**src/rtl/cam_capture.sv**
```systemverilog
// DVP camera capture: synchronises the sensor bus into clk_i and assembles pixels.
// Decimates and crops them, then hands each one out with its frame-buffer address.
module cam_capture #(
  parameter int unsigned DATA_W       = 8,
  parameter int unsigned BYTES_PER_PX = 2,
  parameter int unsigned H_ACTIVE     = 640,
  parameter int unsigned V_ACTIVE     = 480,
  parameter int unsigned DECIM_LOG2   = 0,
  parameter int unsigned ADDR_W       = 19,
  parameter int unsigned SYNC_STAGES  = 2
) (
  input  logic                           clk_i,
  input  logic                           rst_n_i,
  input  logic                           enable_i,
  input  logic [DATA_W-1:0]              data_i,
  input  logic                           pclk_i,
  input  logic                           href_i,
  input  logic                           vsync_i,
  output logic [BYTES_PER_PX*DATA_W-1:0] px_data_o,
  output logic [ADDR_W-1:0]              px_addr_o,
  output logic                           px_valid_o,
  input  logic                           px_ready_i,
  output logic                           frame_start_o,
  output logic                           frame_done_o,
  output logic [15:0]                    frame_cnt_o,
  output logic                           overrun_o,
  output logic                           short_frame_o,
  input  logic                           clr_err_i,
  output logic [1:0]                     state_o
);
  localparam int unsigned PX_W     = BYTES_PER_PX * DATA_W;
  localparam int unsigned BUS_W    = DATA_W + 3;
  localparam int unsigned COL_W    = $clog2(H_ACTIVE + 1);
  localparam int unsigned ROW_W    = $clog2(V_ACTIVE + 1);
  localparam int unsigned IDX_W    = (BYTES_PER_PX > 1) ? $clog2(BYTES_PER_PX) : 1;
  localparam int unsigned DEC_MASK = (1 << DECIM_LOG2) - 1;

  typedef enum logic [1:0] {
    StIdle    = 2'd0,
    StWaitVs  = 2'd1,
    StCapture = 2'd2,
    StDone    = 2'd3
  } state_e;

  logic [BUS_W-1:0] sync [SYNC_STAGES];
  logic [2:0]       prev;

  always_ff @(posedge clk_i or negedge rst_n_i) begin
    if (!rst_n_i) begin
      for (int i = 0; i < SYNC_STAGES; i++) sync[i] <= '0;
      prev <= '0;
    end else begin
      sync[0] <= {pclk_i, href_i, vsync_i, data_i};
      for (int i = 1; i < SYNC_STAGES; i++) sync[i] <= sync[i-1];
      prev <= sync[SYNC_STAGES-1][BUS_W-1 -: 3];
    end
  end

  logic              cur_pclk, cur_href, cur_vs;
  logic              prv_pclk, prv_href, prv_vs;
  logic [DATA_W-1:0] cur_data;
  assign {cur_pclk, cur_href, cur_vs, cur_data} = sync[SYNC_STAGES-1];
  assign {prv_pclk, prv_href, prv_vs} = prev;

  state_e            state;
  logic [COL_W-1:0]  col;
  logic [ROW_W-1:0]  row;
  logic [IDX_W-1:0]  idx;
  logic [ADDR_W-1:0] addr;
  logic [PX_W-1:0]   shift;

  logic            strobe, line_end, vs_fall, vs_rise, last_byte, keep;
  logic [PX_W-1:0] px_next;

  assign strobe    = cur_pclk && !prv_pclk && cur_href && prv_href;
  assign line_end  = prv_href && !cur_href;
  assign vs_fall   = prv_vs && !cur_vs;
  assign vs_rise   = !prv_vs && cur_vs;
  assign last_byte = (idx == IDX_W'(BYTES_PER_PX - 1));
  // Older bytes migrate toward the MSBs, so the first byte of a pixel ends on top.
  assign px_next   = (shift << DATA_W) | PX_W'(cur_data);
  assign keep      = (state == StCapture) && strobe && last_byte &&
                     (col < COL_W'(H_ACTIVE)) && (row < ROW_W'(V_ACTIVE)) &&
                     ((col & COL_W'(DEC_MASK)) == '0) && ((row & ROW_W'(DEC_MASK)) == '0);

  assign state_o = state;

  always_ff @(posedge clk_i or negedge rst_n_i) begin
    if (!rst_n_i) begin
      state         <= StIdle;
      col           <= '0;
      row           <= '0;
      idx           <= '0;
      addr          <= '0;
      shift         <= '0;
      px_data_o     <= '0;
      px_addr_o     <= '0;
      px_valid_o    <= 1'b0;
      frame_start_o <= 1'b0;
      frame_done_o  <= 1'b0;
      frame_cnt_o   <= '0;
      overrun_o     <= 1'b0;
      short_frame_o <= 1'b0;
    end else begin
      frame_start_o <= 1'b0;
      frame_done_o  <= 1'b0;
      if (px_valid_o && px_ready_i) px_valid_o <= 1'b0;
      // Later assignments below let a coincident error event win over the clear.
      if (clr_err_i) begin
        overrun_o     <= 1'b0;
        short_frame_o <= 1'b0;
      end
      unique case (state)
        StIdle: begin
          if (enable_i) state <= StWaitVs;
        end
        StWaitVs: begin
          if (vs_fall) begin
            frame_start_o <= 1'b1;
            col           <= '0;
            row           <= '0;
            idx           <= '0;
            addr          <= '0;
            state         <= StCapture;
          end
        end
        StCapture: begin
          if (vs_rise) state <= StDone;
          if (line_end) begin
            if (row < ROW_W'(V_ACTIVE)) row <= row + ROW_W'(1);
            col <= '0;
            idx <= '0;
          end else if (strobe) begin
            shift <= px_next;
            if (last_byte) begin
              idx <= '0;
              if (col < COL_W'(H_ACTIVE)) col <= col + COL_W'(1);
            end else begin
              idx <= idx + IDX_W'(1);
            end
          end
          if (keep) begin
            addr <= addr + ADDR_W'(1);
            if (px_valid_o && !px_ready_i) begin
              overrun_o <= 1'b1;
            end else begin
              px_data_o  <= px_next;
              px_addr_o  <= addr;
              px_valid_o <= 1'b1;
            end
          end
        end
        StDone: begin
          frame_done_o <= 1'b1;
          frame_cnt_o  <= frame_cnt_o + 16'd1;
          if (row < ROW_W'(V_ACTIVE)) short_frame_o <= 1'b1;
          state <= enable_i ? StWaitVs : StIdle;
        end
        default: state <= StIdle;
      endcase
    end
  end

endmodule

```
**config.mk**
```make
export PLATFORM = sky130hd
export DESIGN_NAME = cam_capture
export DESIGN_NICKNAME = d
export VERILOG_FILES = /design/src/rtl/cam_capture.sv
export SDC_FILE = /design/constraint.sdc
export NUM_CORES = 1
export LEC_CHECK = 0
export ABC_AREA = 1
export ABC_CLOCK_PERIOD_IN_PS = 2000
export CORE_MARGIN = 2
export CORE_UTILIZATION = 50
export DETAILED_ROUTE_END_ITERATION = 7
export GPL_ROUTABILITY_DRIVEN = 0
export PLACE_DENSITY = 0.73
export SYNTH_ARGS = -nofsm -noshare
export SYNTH_HDL_FRONTEND = slang
export SYNTH_SLANG_ARGS = --single-unit
export TNS_END_PERCENT = 1
```
**constraint.sdc**
```tcl
create_clock -name clk_i -period 2 [get_ports clk_i]
set_clock_uncertainty 0.05 [all_clocks]
set_input_delay 0.2 -clock clk_i [delete_from_list [all_inputs] [get_ports clk_i]]
set_output_delay 0.2 -clock clk_i [all_outputs]
set_load 0.005 [all_outputs]
```
# Word level (Yosys, flattened, before mapping)
# Cells that the tools add are included.
[word_totals]
ff_bits = 130
in_bits = 16
output_inout_bits = 58
[classes]
n_addsub = 5
n_lt_le_gt_ge = 2
n_eq_ne = 12
muxes = 37
bitwise = 3
n_reduce_logical = 26
[op_table]
columns = ["op", "count"]
rows = [
  ["$mux W10", 5],
  ["$mux W19", 2],
  ["$pmux W19 S2", 1],
  ["$mux W9", 3],
  ["$pmux W10 S2", 1],
  ["$add A19 B1 Y19 const B", 1],
  ["$mux W1", 19],
  ["$pmux W9 S2", 1],
  ["$add A16 B1 Y16 const B", 1],
  ["$or A16 B8 Y16", 1],
  ["$reduce_and A3 Y1", 5],
  ["$logic_and A1 B1 Y1", 12],
  ["$add A10 B1 Y10 const B", 1],
  ["$lt A10 B10 Y1 const B", 1],
  ["$ne A2 B2 Y1 const B", 5],
  ["$add A9 B1 Y9 const B", 1],
  ["$lt A9 B9 Y1 const B", 1],
  ["$pmux W2 S4", 1],
  ["$mux W2", 3],
  ["$ne A3 B3 Y1 const B", 2],
  ["$logic_not A1 Y1", 5],
  ["$reduce_and A5 Y1", 1],
  ["$eq A2 B2 Y1 const B", 2],
  ["$reduce_and A4 Y1", 1],
  ["other kinds (8)", 9],
]

# Longest topological paths before layout
# Gate-level depths: netlist (run 1).
[logic_depth]
ltp_word = 10
ltp_mapped = 11
ltp_nobuf = 10

# Worst setup path after synthesis (run 1)
# No wires, ideal clock.
[synth_path]
kind = "register -> register"
from = "reg state[0], in the netlist state_o[0]"
to = "reg addr[6]"
setup_time_ns = 0.065
arrival_time_ns = 1.588
path_slack_ns = 0.298
path_stages_with_launch = 11
n_path_buf = 2
synth_period_minus_slack_ns = 1.702
path_cell_list = "dfrtp_1 inv_1 ha_1 buf_4 inv_4 o21ai_4 nand4_2 inv_2 buf_6 nand2_1 nand2_1"
[synth_between]
elab_chain_cells = 7
word_cells_on_any_way = 11
classes_between = "4 x eq/ne; 1 x mux; 6 x reduce/logical"
[synth_lines]
columns = ["item", "line", "rtl"]
rows = [
  ["from (decl)", "65", "state_e state;"],
  ["from (signal assigned)", "90", "state <= StIdle;"],
  ["from (signal assigned)", "115", "if (enable_i) state <= StWaitVs;"],
  ["from (signal assigned)", "124", "state <= StCapture;"],
  ["$eq A2 B2 Y1", "82, 113", ""],
  ["$logic_and A1 B1 Y1 (3 in a row)", "82", "assign keep = (state == StCapture) && strobe && last_byte &&"],
  ["$logic_and A1 B1 Y1", "83", "(col < COL_W'(H_ACTIVE)) && (row < ROW_W'(V_ACTIVE)) &&"],
  ["$ne A2 B2 Y1 (no source line)", "n/a", ""],
  ["$reduce_and A3 Y1 (no source line)", "n/a", ""],
  ["to (signal assigned)", "143", "addr <= addr + ADDR_W'(1);"],
  ["to (decl)", "69", "logic [ADDR_W-1:0] addr;"],
]
# Several ways; a longest one is shown, not always the timed one.
# A chain may end at the register's enable or synchronous reset.

# Final worst setup path (run 1)
[layout_path]
from = "reg state[0], in the netlist state_o[0]"
to = "reg px_addr_o[13]"
[layout_between]
elab_chain_cells = 6
[layout_lines]
columns = ["item", "line", "rtl"]
rows = [
  ["$eq A2 B2 Y1 (*)", "82, 113", ""],
  ["$logic_and A1 B1 Y1 (3 in a row)", "82", ""],
  ["$logic_and A1 B1 Y1", "83", ""],
  ["$reduce_and A3 Y1 (no source line) (*)", "n/a", ""],
  ["to (signal assigned)", "148", "px_addr_o <= addr;"],
  ["to (decl)", "20", "output logic [ADDR_W-1:0] px_addr_o,"],
]
# Mark *: on every way between the ends. The rest lies on a longest branch, timed or not.

==> results of run 1 <==
==> flip-flops by register name, summed over array words and instances, names as in the netlist <==
signal	count
frame_start_o	1
col	10
prev	3
addr	19
cur_vs	1
sync	11
frame_done_o	1
cur_pclk	1
short_frame_o	1
px_addr_o	19
row	9
shift	8
frame_cnt_o	16
overrun_o	1
cur_data	8
px_data_o	16
px_valid_o	1
idx	1
cur_href	1
state_o	2
==> what timing repair did <==
item                                   in CTS  in global routing
resized for setup                           0                  3
setup endpoints to repair                   0                 20
endpoints found under the hold margin      37                  0
hold buffers                                1                  0
setup buffers                               0                  0
==> worst register-to-register path, cell delays in order, from the launching register on <==
cell     delay (ps)
dfrtp_1         410
inv_1           160
ha_1            290
inv_4           100
nor2_8          170
nand3_4         180
buf_12          220
nand2_1          80
o21ai_0          80
==> final cells by class <==
class | instances | area share [%]
Sequential cell | 130 | 44.5
Multi-Input combinational cell | 414 | 28.9
Timing Repair Buffer | 81 | 11.5
Clock buffer | 20 | 6.25
Inverter | 89 | 4.62
Tap cell | 143 | 2.45
Clock inverter | 12 | 1.80
==> worst max-delay path by stage <==
stage / start / to / slack [ps] / depth (start not counted)
2_1_floorplan: state_o[0] / addr[6] / 300 / 10
3_3_place_gp: state_o[0] / col[4] / 170 / 9
3_5_place_dp: state_o[0] / col[4] / 50 / 9
4_1_cts: state_o[0] / col[4] / 40 / 9
5_1_grt: state_o[0] / px_addr_o[13] / 9 / 8
6_report: state_o[0] / px_addr_o[13] / 130 / 8
==> report_power, final <==
group / switching, W / total, W / internal, W
Sequential: 0.000241 / 0.00323 / 0.00299
Clock: 0.00115 / 0.00305 / 0.00190
Combinational: 0.00107 / 0.00187 / 0.000796
==> Yosys cell counts (2+ instances only) <==
cell type	count
a21oi_1	9
dfrtp_1	130
nor2_2	6
xor2_1	25
nand3_1	33
nand3b_1	2
nand4_1	9
inv_2	3
o22ai_1	3
nor2_1	35
nand2_4	2
inv_1	85
nand2_2	4
o31ai_1	3
o21ai_1	22
o21ai_0	38
nand2_1	192
buf_4	8
nor3_1	5
or2_2	2
buf_6	4
ha_1	9
nor3b_1	3
xnor2_1	3
==> cell families after synthesis <==
logic type      after synthesis
fa+ha+maj                     9
compound gates               78
simple gates                299
flops                       130
xor+xnor                     28
buf+inv                     104
==> metal layers <==
| metal | share of wire, % | vias up | global-route usage (%) |
|---|---|---|---|
| met5 | 0 | - | 0 |
| met4 | 1.3 | 0 | 8.29 |
| met3 | 4.5 | 17 | 6.04 |
| met2 | 49 | 83 | 32.7 |
| met1 | 45 | 2082 | 25.2 |
| li1 | - | 2206 | - |
==> through the flow <==
step	power (W)	cells	util, %	setup slack, ps
finish	0.00814	889	64.3	132
global route	0.00860	889	64.3	9.39
CTS	0.00822	889	64.2	44.2
detailed placement	0.00514	856	59.0	48.6
global placement	0.00506	856	59.0	169
floorplan	0.00442	648	-	298
==> results.ini, run 1 <==
[outcome]
status = finished, final reports clean

[cts]
clockRootBuffer = clkbuf_16
h-tree-depth = 4
cts_num_sinks = 130
clk_latency_ps = 430
cts_buffer_depth = 2
cts_tree = done
numCtsBuffers = 17
clk_pin_slew_worst_paths_ps = 60

[grt]
antenna_found_initial = 0
grt_pass1_vias = 4350
grt_overflow = 0
groute.usage.overall_pct = 20.1
grt_pass1_wl_um = 19900
grt_max_degree = 54

[sta]
grt_setup_unrepaired = false
hold_viol_final = 0
finalSetupViolCount = 0
fin_crit_sh_pct = 93.4
tns_ps = 0
fmax_ghz = 0.535
hold_slack_ps = 169
maxSlewViolCount = 0
relSlewSlack_pct = 63.4
tightest_slew_ps = 549
min_period_ps = 1870

[detailed_routing]
via_per_inst = 4.94
first_pass_iters = 4
wl_um = 11700
post_drt_wl_per_cell_um = 13.2
drtIter0Drc = 232
route.detailed.drc = 0
vias = 4388
detail-route-antenna-nets = 0

[place]
hpwlAfterDp_um = 8150
io_buffers = 73
place_area_sq_um = 6710

[logic_synthesis]
synth-edff-count = 0
synth_mux_area_share_pct = 0
yosys_warnings = 0
synth_fa_ha_area_share_pct = 1.93
synth_cell_type_count = 37
synthSimpleGateAreaFrac_pct = 22.9
mappedNetlistArea_sq_um = 5820
synth_top_family_by_area = simple AND/OR/NAND/NOR gates
yosys.area.top_type = dfrtp_1
synthXorXnorAreaFrac_pct = 4.21
synth_area_leaders = dfrtp_1, nand2_1, inv_1
synth_area_per_cell_sq_um = 8.99
synthesis.instances = 648
ys_async_sr_fraction_pct = 100
netlist.area_leader.share_pct = 55.9
synth-main-ff-cell = dfrtp_1
synth_seq_area_share_pct = 55.9
synthesis.nets = 673
ys_seq_elements = 130
synth-compound-area-share_pct = 7.15

[pwr]
ir_drop_v = 0.000807
leakagePower_nw = 3.49
p_per_area_nw_per_um2 = 1110

[floorplanning]
dieArea_sq_um = 12500
chipWidth_um = 112
design.portCount = 74
fp.dieH_um = 112
start_util_pct = 51.2
rows = 39
coreArea_sq_um = 11400

[layout]
seq_area_sq_um = 3250
layout-drive-gt1-share_pct = 8.85
nFillCells = 913
syn_to_final_growth_pct = 25.5
antenna_cells = 0
final_cell_mix = nand2_1, dfrtp_1, inv_1
final_common_cell = nand2_1
nets = 758
fin_area_sq_um = 7310
multi_input_area_sq_um = 2110

[worst_setup_path]
regToRegSetupSlack_ps = 130
cp.buffers_inverters = 3
crit_chain = inv_1 -> ha_1 -> inv_4 -> nor2_8 -> nand3_4 -> buf_12 -> nand2_1 -> o21ai_0
start_kind = flip-flop
cp_slowest_cell = dfrtp_1
crit_arrival_ps = 2120
endpoint_kind = flip-flop
worstRegToRegCells = 8
r2r_start = state_o[0]
worstSetupPathType = flip-flop to flip-flop
critPathTopFamily = buffers and inverters
cp_max_fo = 32
cpPeakStageDelay_ps = 410
cp.required_ps = 2250
r2r-end = px_addr_o[13]

[min_path]
min_from = pclk_i
hold_depth = 1
hp-class = input pin to flip-flop
holdPathEnd = sync[21]

[run]
cap_viol_max_count = 0

Power figures use the tool's default switching activity.
==> inputs of run 2 (changes only) <==
--- a/config.mk
+++ b/config.mk
@@ -8,10 +8,10 @@
 export ABC_AREA = 1
 export ABC_CLOCK_PERIOD_IN_PS = 2000
 export CORE_MARGIN = 2
-export CORE_UTILIZATION = 50
+export CORE_UTILIZATION = 35
 export DETAILED_ROUTE_END_ITERATION = 7
 export GPL_ROUTABILITY_DRIVEN = 0
-export PLACE_DENSITY = 0.73
+export SKIP_LAST_GASP = 1
 export SYNTH_ARGS = -nofsm -noshare
 export SYNTH_HDL_FRONTEND = slang
 export SYNTH_SLANG_ARGS = --single-unit
==> run 2 against run 1 <==
Clock power is 2% lower. Combinational power barely moved. Final cell count increased by 8.9%. Highest routed layer unchanged. Critical path depth unchanged. Hold slack got worse by 9.1 ps. Total power decreased by 0.18%. Register-to-register slack improved by 20 ps. Maximum frequency increased by 1.2%. Die area is 41% higher. Largest power group unchanged.
==> results.ini, run 2 (synthesis gave the netlist of run 1 again) <==
[worst_setup_path]
cp.required_ps = 2310
worstRegToRegCells = 8
worstSetupPathType = flip-flop to flip-flop
r2r_start = state_o[0]
crit_chain = inv_1 -> ha_1 -> inv_4 -> o21ai_4 -> nand4_2 -> clkinv_2 -> nand2_1 -> nand2_1
cp_slowest_cell = dfrtp_1
endpoint_kind = flip-flop
crit_start = state_o[0]
crit_arrival_ps = 2150
start_kind = flip-flop
cp_max_fo = 19
cpPeakStageDelay_ps = 410
cpMostUsedCell = nand2_1

[layout]
syn_to_final_growth_pct = 27.0
final_util_pct = 45.1
multi_input_area_sq_um = 2110
final_cell_mix = nand2_1, dfrtp_1, inv_1
layout-drive-gt1-share_pct = 9.09
largestRegisters = addr: 19 flops, px_addr_o: 19 flops
nets = 760
antenna_cells = 0
final_common_cell = nand2_1
nFillCells = 1568
seq_area_sq_um = 3250

[cts]
h-tree-depth = 4
clockRootBuffer = clkbuf_16
cts_num_sinks = 130
clk_pin_slew_worst_paths_ps = 60
numCtsBuffers = 17
cts_tree = done
cts_buffer_depth = 2
clk_latency_ps = 420

[grt]
antenna_found_initial = 0
grt_overflow = 0
groute.usage.overall_pct = 14.7
grt_pass1_vias = 4395
grt_max_degree = 71
grt_pass1_wl_um = 20700

[detailed_routing]
first_pass_iters = 5
route.detailed.drc = 0
detail-route-antenna-nets = 0
vias = 4354
wl_um = 11900
drtIter0Drc = 273
post_drt_wl_per_cell_um = 12.3
via_per_inst = 4.50

[pwr]
p_seq_share_pct = 39.7
p_per_area_nw_per_um2 = 1100
leakagePower_nw = 3.48
switching_share_pct = 31.7
p_int_w = 0.00555
combPwrFrac_pct = 23.3
clkPwrFrac_pct = 36.9
ir_drop_v = 0.000688
power_switching_w = 0.00257

[floorplanning]
chipWidth_um = 133
dieArea_sq_um = 17700
start_util_pct = 35.5
fp.dieH_um = 133
coreArea_sq_um = 16400
design.portCount = 74
rows = 47

[sta]
tightest_slew_ps = 615
grt_setup_unrepaired = true
hold_viol_final = 0
fmax_ghz = 0.542
tns_ps = 0
maxSlewViolCount = 0
finalSetupViolCount = 0
min_period_ps = 1850
relSlewSlack_pct = 59.0
fin_crit_sh_pct = 92.3

[place]
io_buffers = 73
hpwlAfterDp_um = 8320

[run]
cap_viol_max_count = 0

[min_path]
min_from = data_i[3]
hold_depth = 1
hp-class = input pin to flip-flop

[outcome]
status = finished, final reports clean

[run 2: cell types whose count changed in the layout (fill, tap and decap cells not counted), moves of 2 or more]
cell	delta
buf_4	+3
clkbuf_8	-2
clkinv_2	-3
clkinv_4	+2
inv_6	+4
[run 2: final timing paths]
check,slack (ps),end
max in group asynchronous,950,px_addr_o[4]
worst min-delay path,160,sync[14]
worst max-delay path,150,addr[6]
worst max register to register,150,addr[6]
min in group asynchronous,280,cur_data[3]
worst min register to register,290,cur_data[7]
[run 2: timing repair]
| action | in CTS | in global routing |
|---|---|---|
| endpoints found under the setup margin | 0 | 22 |
| gates resized for setup | 0 | 2 |
| endpoints found under the hold margin | 45 | 0 |
| hold buffers | 1 | 0 |
| setup buffers | 0 | 0 |
[run 2: stage by stage]
stage	setup WS, ps	total power [W]	cells	hold slack (ps)	cell area [sq um]
after global routing	-3.65	0.00861	968	145	7390
after global placement	164	0.00514	935	209	6810
after floorplan	298	0.00442	648	-146	5820
after CTS	76.0	0.00824	968	139	7390
final	154	0.00813	968	160	7390
after detailed placement	87.8	0.00519	935	209	6810
[run 2: critical path: cells and delay by family, from the launching register on]
| family | cells | cell delay [ps] |
|---|---|---|
| simple gates | 3 | 310 |
| buf+inv | 3 | 470 |
| flops | 1 | 410 |
| compound gates | 1 | 230 |
| fa+ha+maj | 1 | 300 |
[run 2: power by group through the flow]
stage	Clock [W]	Combinational, W	Sequential (W)
2_1_floorplan	0	0.00117	0.00325
4_1_cts	0.00308	0.00193	0.00324
6_report	0.00300	0.00189	0.00323
3_3_place_gp	0	0.00187	0.00327
5_1_grt	0.00319	0.00213	0.00329
3_5_place_dp	0	0.00191	0.00328
[run 2: per-layer routing]
metal | global-route usage, % | wire length, um | vias up
met5 | 0 | 0 | -
met4 | 4.78 | 107 | 0
met3 | 4.44 | 441 | 9
met2 | 23.8 | 5770 | 76
met1 | 18.8 | 5580 | 2062
li1 | - | - | 2207
[run 2: area by class of cell]
class | count | area share [%]
tap | 220 | 3.72
clock buffer | 17 | 5.75
clock inverter | 15 | 2.03
multi-input combinational | 414 | 28.5
inverter | 89 | 4.57
timing repair buffer | 83 | 11.4
sequential | 130 | 44.0
